## src/rtl/freq_meas_sequencer_if.sv

```systemverilog
// Bus between the frequency-measurement sequencer and the digital measurement unit:
// probe mux select, start_stop/ack handshake and the two sample counts.
interface freq_meas_sequencer_if #(
    parameter int CH_W = 3
) ();
    logic [CH_W-1:0] ch_sel;
    logic            meas_start_stop;
    logic            meas_ack;
    logic            meas_ready;
    logic [31:0]     meas_period;
    logic [31:0]     meas_high;

    modport master (
        output ch_sel, meas_start_stop, meas_ack,
        input  meas_ready, meas_period, meas_high
    );

    modport slave (
        input  ch_sel, meas_start_stop, meas_ack,
        output meas_ready, meas_period, meas_high
    );
endinterface

```

## src/rtl/freq_meas_sequencer.sv

```systemverilog
// Sequences one averaged period/high-time measurement: selects a probe channel, lets the mux
// settle, collects 2^k samples from the measurement unit and returns truncated averages.
//
// state  | meaning
// IDLE   | waiting for cmd_start, start_stop low
// SETTLE | mux switched, start_stop held low for SETTLE_CYC cycles
// RUN    | start_stop high, waiting for meas_ready or timeout
// ACK    | one-cycle meas_ack for the accepted sample
// DONE   | result_valid held until result_ack
module freq_meas_sequencer #(
    parameter int NUM_CH       = 8,
    parameter int CH_W         = 3,
    parameter int AVG_MAX_LOG2 = 4,
    parameter int SETTLE_CYC   = 16,
    parameter int TIMEOUT_CYC  = 2**24
) (
    input  logic                 clk,
    input  logic                 reset_n,
    input  logic                 cmd_start,
    input  logic                 cmd_abort,
    input  logic [CH_W-1:0]      cfg_channel,
    input  logic [2:0]           cfg_avg_log2,
    freq_meas_sequencer_if.master mu,
    output logic                 busy,
    output logic                 result_valid,
    input  logic                 result_ack,
    output logic [31:0]          period_avg,
    output logic [31:0]          high_avg,
    output logic                 timeout_err
);

    localparam int SUM_W   = 32 + AVG_MAX_LOG2;
    localparam int CNT_W   = AVG_MAX_LOG2 + 1;
    localparam int TMR_MAX = (TIMEOUT_CYC > SETTLE_CYC) ? TIMEOUT_CYC : SETTLE_CYC;
    localparam int TMR_W   = $clog2(TMR_MAX) + 1;

    localparam logic [TMR_W-1:0] SETTLE_LAST  = TMR_W'(SETTLE_CYC - 1);
    localparam logic [TMR_W-1:0] TIMEOUT_LAST = TMR_W'(TIMEOUT_CYC - 1);
    localparam logic [CH_W-1:0]  CH_LAST      = CH_W'(NUM_CH - 1);
    localparam logic [2:0]       K_MAX        = 3'(AVG_MAX_LOG2);

    localparam logic [2:0] ST_IDLE   = 3'd0;
    localparam logic [2:0] ST_SETTLE = 3'd1;
    localparam logic [2:0] ST_RUN    = 3'd2;
    localparam logic [2:0] ST_ACK    = 3'd3;
    localparam logic [2:0] ST_DONE   = 3'd4;

    logic [2:0]       state, next_state;
    logic [TMR_W-1:0] timer;
    logic [CNT_W-1:0] sample_cnt;
    logic [CNT_W-1:0] sample_target;
    logic [2:0]       k_q;
    logic [SUM_W-1:0] period_sum, high_sum;
    logic [SUM_W-1:0] period_shift, high_shift;
    logic [CH_W-1:0]  ch_sel_q;
    logic [CH_W-1:0]  ch_clamped;
    logic [2:0]       k_clamped;
    logic             start_stop_q, ack_q;

    assign mu.ch_sel          = ch_sel_q;
    assign mu.meas_start_stop = start_stop_q;
    assign mu.meas_ack        = ack_q;

    assign ch_clamped    = (int'(cfg_channel) >= NUM_CH) ? CH_LAST : cfg_channel;
    assign k_clamped     = (cfg_avg_log2 > K_MAX) ? K_MAX : cfg_avg_log2;
    assign sample_target = CNT_W'(1) << k_q;
    assign period_shift  = period_sum >> k_q;
    assign high_shift    = high_sum >> k_q;

    always_comb begin
        next_state = state;
        case (state)
            ST_IDLE:   if (cmd_start && !cmd_abort) next_state = ST_SETTLE;
            ST_SETTLE: if (timer == SETTLE_LAST) next_state = ST_RUN;
            // a sample arriving on the timeout cycle is still taken
            ST_RUN: begin
                if (mu.meas_ready)              next_state = ST_ACK;
                else if (timer == TIMEOUT_LAST) next_state = ST_DONE;
            end
            ST_ACK:    next_state = (sample_cnt == sample_target) ? ST_DONE : ST_RUN;
            ST_DONE:   if (result_ack) next_state = ST_IDLE;
            default:   next_state = ST_IDLE;
        endcase
        if (cmd_abort && state != ST_IDLE) next_state = ST_IDLE;
    end

    always_ff @(posedge clk or negedge reset_n) begin
        if (!reset_n) begin
            state        <= ST_IDLE;
            timer        <= '0;
            sample_cnt   <= '0;
            k_q          <= '0;
            period_sum   <= '0;
            high_sum     <= '0;
            ch_sel_q     <= '0;
            start_stop_q <= 1'b0;
            ack_q        <= 1'b0;
            busy         <= 1'b0;
            result_valid <= 1'b0;
            period_avg   <= '0;
            high_avg     <= '0;
            timeout_err  <= 1'b0;
        end else begin
            state        <= next_state;
            start_stop_q <= (next_state == ST_RUN) || (next_state == ST_ACK);
            ack_q        <= (next_state == ST_ACK);
            busy         <= (next_state == ST_SETTLE) || (next_state == ST_RUN) ||
                            (next_state == ST_ACK);
            result_valid <= (next_state == ST_DONE);

            case (state)
                ST_IDLE: begin
                    if (next_state == ST_SETTLE) begin
                        ch_sel_q    <= ch_clamped;
                        k_q         <= k_clamped;
                        period_sum  <= '0;
                        high_sum    <= '0;
                        sample_cnt  <= '0;
                        timer       <= '0;
                        timeout_err <= 1'b0;
                        period_avg  <= '0;
                        high_avg    <= '0;
                    end
                end
                ST_SETTLE: begin
                    timer <= (next_state == ST_RUN) ? '0 : timer + TMR_W'(1);
                end
                ST_RUN: begin
                    timer <= timer + TMR_W'(1);
                    if (next_state == ST_ACK) begin
                        period_sum <= period_sum + SUM_W'(mu.meas_period);
                        high_sum   <= high_sum + SUM_W'(mu.meas_high);
                        sample_cnt <= sample_cnt + CNT_W'(1);
                    end else if (next_state == ST_DONE) begin
                        timeout_err <= 1'b1;
                        period_avg  <= '0;
                        high_avg    <= '0;
                    end
                end
                ST_ACK: begin
                    timer <= '0;
                    if (next_state == ST_DONE) begin
                        period_avg <= period_shift[31:0];
                        high_avg   <= high_shift[31:0];
                    end
                end
                default: ;
            endcase
        end
    end

endmodule

```

## src/flat_wrapper.sv

```systemverilog
// flat-port wrapper written by rule: the top's interface ports become plain ports
module freq_meas_sequencer_flat 
#(
    parameter int NUM_CH       = 8,
    parameter int CH_W         = 3,
    parameter int AVG_MAX_LOG2 = 4,
    parameter int SETTLE_CYC   = 16,
    parameter int TIMEOUT_CYC  = 2**24
)
  (clk, reset_n, cmd_start, cmd_abort, cfg_channel, cfg_avg_log2, busy, result_valid, result_ack, period_avg, high_avg, timeout_err, mu_ch_sel, mu_meas_start_stop, mu_meas_ack, mu_meas_ready, mu_meas_period, mu_meas_high);
  freq_meas_sequencer_if #(.CH_W(CH_W)) mu_i ();
  input  logic clk;
  input  logic reset_n;
  input  logic cmd_start;
  input  logic cmd_abort;
  input  logic [CH_W-1:0] cfg_channel;
  input  logic [2:0] cfg_avg_log2;
  output logic busy;
  output logic result_valid;
  input  logic result_ack;
  output logic [31:0] period_avg;
  output logic [31:0] high_avg;
  output logic timeout_err;
  output wire logic [$bits(mu_i.ch_sel)-1:0] mu_ch_sel;
  output wire logic [$bits(mu_i.meas_start_stop)-1:0] mu_meas_start_stop;
  output wire logic [$bits(mu_i.meas_ack)-1:0] mu_meas_ack;
  input wire logic [$bits(mu_i.meas_ready)-1:0] mu_meas_ready;
  input wire logic [$bits(mu_i.meas_period)-1:0] mu_meas_period;
  input wire logic [$bits(mu_i.meas_high)-1:0] mu_meas_high;
  assign mu_ch_sel = mu_i.ch_sel;
  assign mu_meas_start_stop = mu_i.meas_start_stop;
  assign mu_meas_ack = mu_i.meas_ack;
  assign mu_i.meas_ready = mu_meas_ready;
  assign mu_i.meas_period = mu_meas_period;
  assign mu_i.meas_high = mu_meas_high;
  freq_meas_sequencer #(.NUM_CH(NUM_CH), .CH_W(CH_W), .AVG_MAX_LOG2(AVG_MAX_LOG2), .SETTLE_CYC(SETTLE_CYC), .TIMEOUT_CYC(TIMEOUT_CYC)) u_core (.clk(clk), .reset_n(reset_n), .cmd_start(cmd_start), .cmd_abort(cmd_abort), .cfg_channel(cfg_channel), .cfg_avg_log2(cfg_avg_log2), .mu(mu_i), .busy(busy), .result_valid(result_valid), .result_ack(result_ack), .period_avg(period_avg), .high_avg(high_avg), .timeout_err(timeout_err));
endmodule
```

## config.mk

```make
export PLATFORM = sky130hd
export DESIGN_NAME = freq_meas_sequencer_flat
export DESIGN_NICKNAME = d
export VERILOG_FILES = /design/src/rtl/freq_meas_sequencer_if.sv /design/src/rtl/freq_meas_sequencer.sv /design/src/flat_wrapper.sv
export SDC_FILE = /design/constraint.sdc
export NUM_CORES = 1
export LEC_CHECK = 0
export ABC_CLOCK_PERIOD_IN_PS = 4100
export BUFFER_PORTS_ARGS = -buffer_cell sky130_fd_sc_hd__buf_2
export CAP_MARGIN = 20
export CELL_PAD_IN_SITES_DETAIL_PLACEMENT = 0
export CELL_PAD_IN_SITES_GLOBAL_PLACEMENT = 1
export CORE_MARGIN = 3
export CORE_UTILIZATION = 33
export CTS_CLUSTER_DIAMETER = 80
export CTS_CLUSTER_SIZE = 12
export DETAILED_ROUTE_END_ITERATION = 8
export PLACE_DENSITY_LB_ADDON = 0.3
export SLEW_MARGIN = 30
export SYNTH_ARGS = -nofsm -noshare
export SYNTH_HDL_FRONTEND = slang
export SYNTH_SLANG_ARGS = --single-unit
```

## constraint.sdc

```tcl
create_clock -name clk -period 4.1 [get_ports clk]
set_input_delay 0.41 -clock clk [delete_from_list [all_inputs] [get_ports clk]]
set_output_delay 0.41 -clock clk [all_outputs]
set_load 0.005 [all_outputs]
```

# Yosys cells after proc, flatten, opt, wreduce, memory -nomap -nowiden
# Index checks and enable logic that the tools add are counted.
[classes]
add_sub_neg = 4
magnitude_cmp = 1
eq_ne = 16
n_shift = 3
muxes = 31
reduce_logical = 16
[ops]
columns = ["op", "n"]
rows = [
  ["$pmux 32 s3", 2],
  ["$mux 32", 5],
  ["$pmux 36 s2", 2],
  ["$mux 36", 3],
  ["$pmux 25 s4", 1],
  ["$add 36x32->36", 2],
  ["$shr 36x3->32", 2],
  ["$mux 25", 2],
  ["$add 25x1->25 const B", 1],
  ["$eq 25x24->1 const B", 1],
  ["$eq 25x4->1 const B", 1],
  ["$mux 3", 8],
  ["$pmux 3 s5", 1],
  ["$eq 3x2->1 const B", 4],
  ["$mux 5", 2],
  ["$pmux 5 s2", 1],
  ["$ne 2x1->1 const B", 4],
  ["$eq 3x1->1 const B", 2],
  ["$eq 3x3->1 const B", 2],
  ["$reduce_bool 3->1", 2],
  ["$add 5x1->5 const B", 1],
  ["$eq 5x5->1", 1],
  ["$reduce_and 5->1", 1],
  ["$shl 1x3->5 const A", 1],
  ["other kinds (13)", 19],
]
[word_totals]
reg_bits = 180
out_inout_bits = 72
word_cells = 85

# Depth between registers and ports, before layout
[logic_depth]
depth_word = 9
depth_mapped = 13

# Worst setup path before layout
# No wires, ideal clock.
[synth_timing]
path_kind = "input to register"
from = "input mu_meas_high[0]"
to = "register u_core.high_sum[28]"
setup_ns = 0.133
t_arrival_ns = 2.799
path_slack_ns = 1.167
cell_stages = 11
n_path_buf = 0
cell_sequence = "ha_1 fa_1 a21oi_1 o211ai_1 a211oi_1 o21ai_0 o31a_1 a31o_2 a221oi_1 xor2_1 o21ai_0"
[synth_via]
elab_chain_len = 3
[synth_rtl]
columns = ["element", "line", "text"]
rows = [
  ["start, declared", "flat_wrapper.sv:29", "input wire logic [$bits(mu_i.meas_high)-1:0] mu_meas_high;"],
  ["$add 36x32->36", "freq_meas_sequencer.sv:132", "high_sum <= high_sum + SUM_W'(mu.meas_high);"],
  ["$mux 36", "freq_meas_sequencer.sv:130", "if (next_state == ST_ACK) begin"],
  ["$pmux 36 s2", "freq_meas_sequencer.sv:111", "case (state)"],
  ["end signal, assigned", "freq_meas_sequencer.sv:132", ""],
  ["end, declared", "freq_meas_sequencer.sv:53", "logic [SUM_W-1:0] period_sum, high_sum;"],
]
# Every way passes these cells. The select of a mux whose other input is x is not followed.
# A chain may end at the register's enable or synchronous reset.

# Final worst setup path
[layout_timing]
from = "register u_core.high_sum[0]"
to = "register u_core.high_sum[28]"
[layout_via]
elab_chain_len = 3
[layout_rtl]
columns = ["element", "line"]
rows = [
  ["$add 36x32->36", "freq_meas_sequencer.sv:132"],
  ["$mux 36", "freq_meas_sequencer.sv:130"],
  ["$pmux 36 s2", "freq_meas_sequencer.sv:111"],
]
# Every way passes these cells. The select of a mux whose other input is x is not followed.

==> flow_summary.toml <==
[logic_synthesis]
synth_edf_count = 0
ys_ff_latch = 180
syn_avg_cell_area_um2 = 8.616
ys_types = 68
ys_async_sr_fraction = 1.000
synth_cells = 1499
ys_warn_count = 0
synth_area_mm2 = 0.01291
synthFlopType = "dfrtp_1"
ys_seq_area_frac = 0.3488
syn-num-nets = 1643

[sta]
whs_ns = 0.001793
setup_tns_ns = 0
setup_viol = 0
rsz0062_at_grt = "false"
finalClockSkew_ns = 0.01519
fin_crit_sh = 0.8327
slew_violations = 0
timing.fmax_ghz = 0.2929
fin_ws_ns = 0.6860
hold_viol_final = 0
slew_headroom = 0.4240
period_needed_ns = 3.414
tightest_slew_ns = 0.8640

[cells_and_area]
area_growth_syn_to_layout_pct = 13.10
instances_no_fill = 2112
drive_gt1_frac = 0.1813
fillers = 3947
utilization = 0.3833
nets = 1731

[worst_hold_path]
hp-class = "input pin to async pin"

[power_and_ir_drop]
p_sw_frac = 0.2970
power_frac_comb = 0.155
p_int_uw = 2882
power_density_mw_per_mm2 = 280.7
p_clk_frac = 0.395
p_switching_uw = 1218
ir_worst_vdd_mv = 0.3047
pwr-share-seq = 0.450
p_leak_uw = 0.006530

[place]
place_inst = 2079
io_buffers = 147
gp_congestion = 0.9186
dpl_worst_slack_ns = 0.5995
post-dp-hpwl_um = 27640

[clocking]
cts_tree = "built"
clk_latency_ns = 0.45
cts_root_buffer = "clkbuf_16"
cts.repair.resized = 0
numCtsBuffers = 17
htree_levels = 4
hold_buffers = 0
clk_pin_slew_worst_paths_ns = 0.07
cts_buffer_depth = 2
numClockSinks = 180
post_cts_buffers = 0

[floorplan]
die-area_mm2 = 0.04155
ios = 148
initial_core_util = 0.3389
coreArea_mm2 = 0.03811
die_y_um = 203.8
die_w_um = 203.8
fp-row-count = 71

[critical_path]
cp.required_ns = 4.42
reg2reg_slack_ns = 0.69
worstSetupPathType = "flip-flop to flip-flop"
start_kind = "flip-flop"
rr_startpoint = "u_core.high_sum[0]"
reg2regPathDepth = 11
crit_path_end_kind = "flip-flop"
r2r_end = "u_core.high_sum[28]"
critPathMaxFanout = 4
worstPathArrival_ns = 3.73

[flow_run]
maxCapViolCount = 0

[detailed_routing]
wire_per_inst_um = 17.55
wl_um = 37060
drtIter0Drc = 498
vias = 11000
drc = 0
drt-vias-per-instance = 5.206
first_pass_iters = 5
final_antenna_net_count = 0

[global_route]
grt_max_degree = 129
grt_pass1_wl_um = 59690
globalRouteTotalUtil = 0.1797
grt_pass1_vias = 10640
overflow = 0
antenna_found_initial = 3

[outcome]
outcome = "completed"
[per-stage QoR]
stage | total power [uW] | instance area, um2
CTS | 4172 | 14600
detailed placement | 2523 | 14050
finish | 4100 | 14610
floorplan | 2327 | 12910
global route | 4314 | 14610
global placement | 2520 | 14050
[how the worst max path moves through the flow]
stage                            endpoint  slack, ns  cells after the start                  from
floorplan             u_core.high_sum[28]       1.17                     11       mu_meas_high[0]
global placement    u_core.period_sum[32]       0.66                     12     mu_meas_period[0]
detailed placement    u_core.high_sum[28]       0.60                     12       mu_meas_high[0]
CTS                   u_core.high_sum[28]       0.70                     11    u_core.high_sum[0]
global route        u_core.period_sum[32]       0.40                     11  u_core.period_sum[0]
finish                u_core.high_sum[28]       0.69                     11    u_core.high_sum[0]
[registers in the layout, summed over array words and instances, names as in the netlist]
name,count
u_core.result_valid,1
u_core.high_avg,32
u_core.timer,25
u_core.busy,1
u_core.high_sum,36
u_core.timeout_err,1
u_core.mu.ch_sel,3
u_core.k_q,3
u_core.mu.meas_start_stop,1
u_core.sample_cnt,5
u_core.mu.meas_ack,1
u_core.state,3
u_core.period_sum,36
u_core.period_avg,32
[Yosys cell counts (9+ instances only)]
| cell type | n | area share |
|---|---|---|
| o21ai_0 | 189 | 0.073 |
| buf_1 | 20 | 0.0058 |
| mux2i_1 | 20 | 0.016 |
| nand3_1 | 77 | 0.030 |
| a31oi_1 | 9 | 0.0044 |
| nor2b_1 | 14 | 0.0068 |
| inv_1 | 18 | 0.0052 |
| and3_1 | 13 | 0.0063 |
| a211oi_1 | 14 | 0.0081 |
| xnor2_1 | 35 | 0.024 |
| a21o_1 | 23 | 0.013 |
| xor2_1 | 44 | 0.030 |
| nor3_1 | 16 | 0.0062 |
| nand2b_1 | 13 | 0.0063 |
| o211ai_1 | 9 | 0.0052 |
| a21oi_1 | 86 | 0.033 |
| o31ai_1 | 12 | 0.0070 |
| ha_1 | 66 | 0.064 |
| nand2_1 | 310 | 0.090 |
| mux2_2 | 28 | 0.024 |
| o21ai_1 | 9 | 0.0035 |
| buf_2 | 17 | 0.0066 |
| dfrtp_1 | 180 | 0.35 |
| and2_1 | 10 | 0.0048 |
| mux4_2 | 42 | 0.073 |
| o21bai_1 | 9 | 0.0052 |
| clkbuf_1 | 50 | 0.015 |
| nor2_1 | 65 | 0.019 |
| nand4_1 | 17 | 0.0082 |
[power by group through the flow]
stage	combinational, uW	sequential (uW)	clock, uW
after floorplan	474	1850	0
after global placement	640	1880	0
after detailed placement	644	1880	0
after CTS	645	1840	1680
after global routing	712	1850	1750
final	635	1840	1620
[routing by layer]
| layer | vias up | routed length [um] | share of wire | GRT usage |
|---|---|---|---|---|
| met5 | - | 15 | 0.00040 | 0 |
| met1 | 5206 | 19420 | 0.52 | 0.2746 |
| li1 | 5553 | - | - | - |
| met2 | 198 | 15590 | 0.42 | 0.2587 |
| met3 | 35 | 1431 | 0.039 | 0.03536 |
| met4 | 4 | 602 | 0.016 | 0.04720 |
[cell type report]
cell class,instances,area (um2),area share
Multi-Input combinational cell,1207,7954,0.5445
Sequential cell,180,4509,0.3087
Timing Repair Buffer,160,864.6,0.05919
Tap cell,511,639.4,0.04377
Clock buffer,20,446.7,0.03058
Clock inverter,12,107.6,0.007367
Inverter,21,82.58,0.005654
Antenna cell,1,2.502,0.0001713
[kinds of logic after synthesis]
logic type                 Yosys count  synth area share
AOI/OAI and AO/OA                  405            0.1853
xor gates and xnor gates            79           0.05357
adders and majority gates           68           0.06704
buffers and inverters              112           0.03672
DFF                                180            0.3488
muxes                               90            0.1132
and+or+nand+nor                    565            0.1954
[layout by cell type, fill, tap and decap left out, types with 4 or more instances in the layout]
| master | count |
|---|---|
| dfrtp_1 | 178 |
| o211ai_1 | 9 |
| o21ai_1 | 9 |
| nor2_1 | 65 |
| buf_2 | 146 |
| nand3_1 | 76 |
| nand2b_1 | 13 |
| and4_1 | 4 |
| ha_1 | 66 |
| mux2i_1 | 20 |
| clkinv_2 | 5 |
| buf_4 | 11 |
| o31ai_1 | 12 |
| or2_2 | 4 |
| xnor2_1 | 35 |
| nand4_1 | 17 |
| a21oi_1 | 85 |
| nor4_1 | 7 |
| o21bai_1 | 9 |
| and2_1 | 9 |
| mux4_2 | 42 |
| inv_1 | 18 |
| nor2b_1 | 14 |
| a21boi_0 | 5 |
| and3_1 | 13 |
| nor3_1 | 16 |
| o22ai_1 | 4 |
| xor2_1 | 44 |
| a21o_1 | 23 |
| nand3b_1 | 4 |
| a211oi_1 | 14 |
| o21ai_0 | 189 |
| a31oi_1 | 9 |
| clkbuf_16 | 17 |
| mux2_2 | 28 |
| nand2_1 | 310 |
| a31o_2 | 8 |
[worst max-delay path, stage by stage (launching register included)]
cell and delay, ns:
dfrtp_1 0.41, ha_1 0.23, fa_1 0.42, a21oi_1 0.25
o211ai_1 0.15, a211oi_1 0.33, o21ai_0 0.31, o31a_1 0.37
a31o_2 0.27, a221oi_1 0.30, xor2_1 0.18, o21ai_0 0.08
Note: power is estimated with default switching activity, not from simulation.
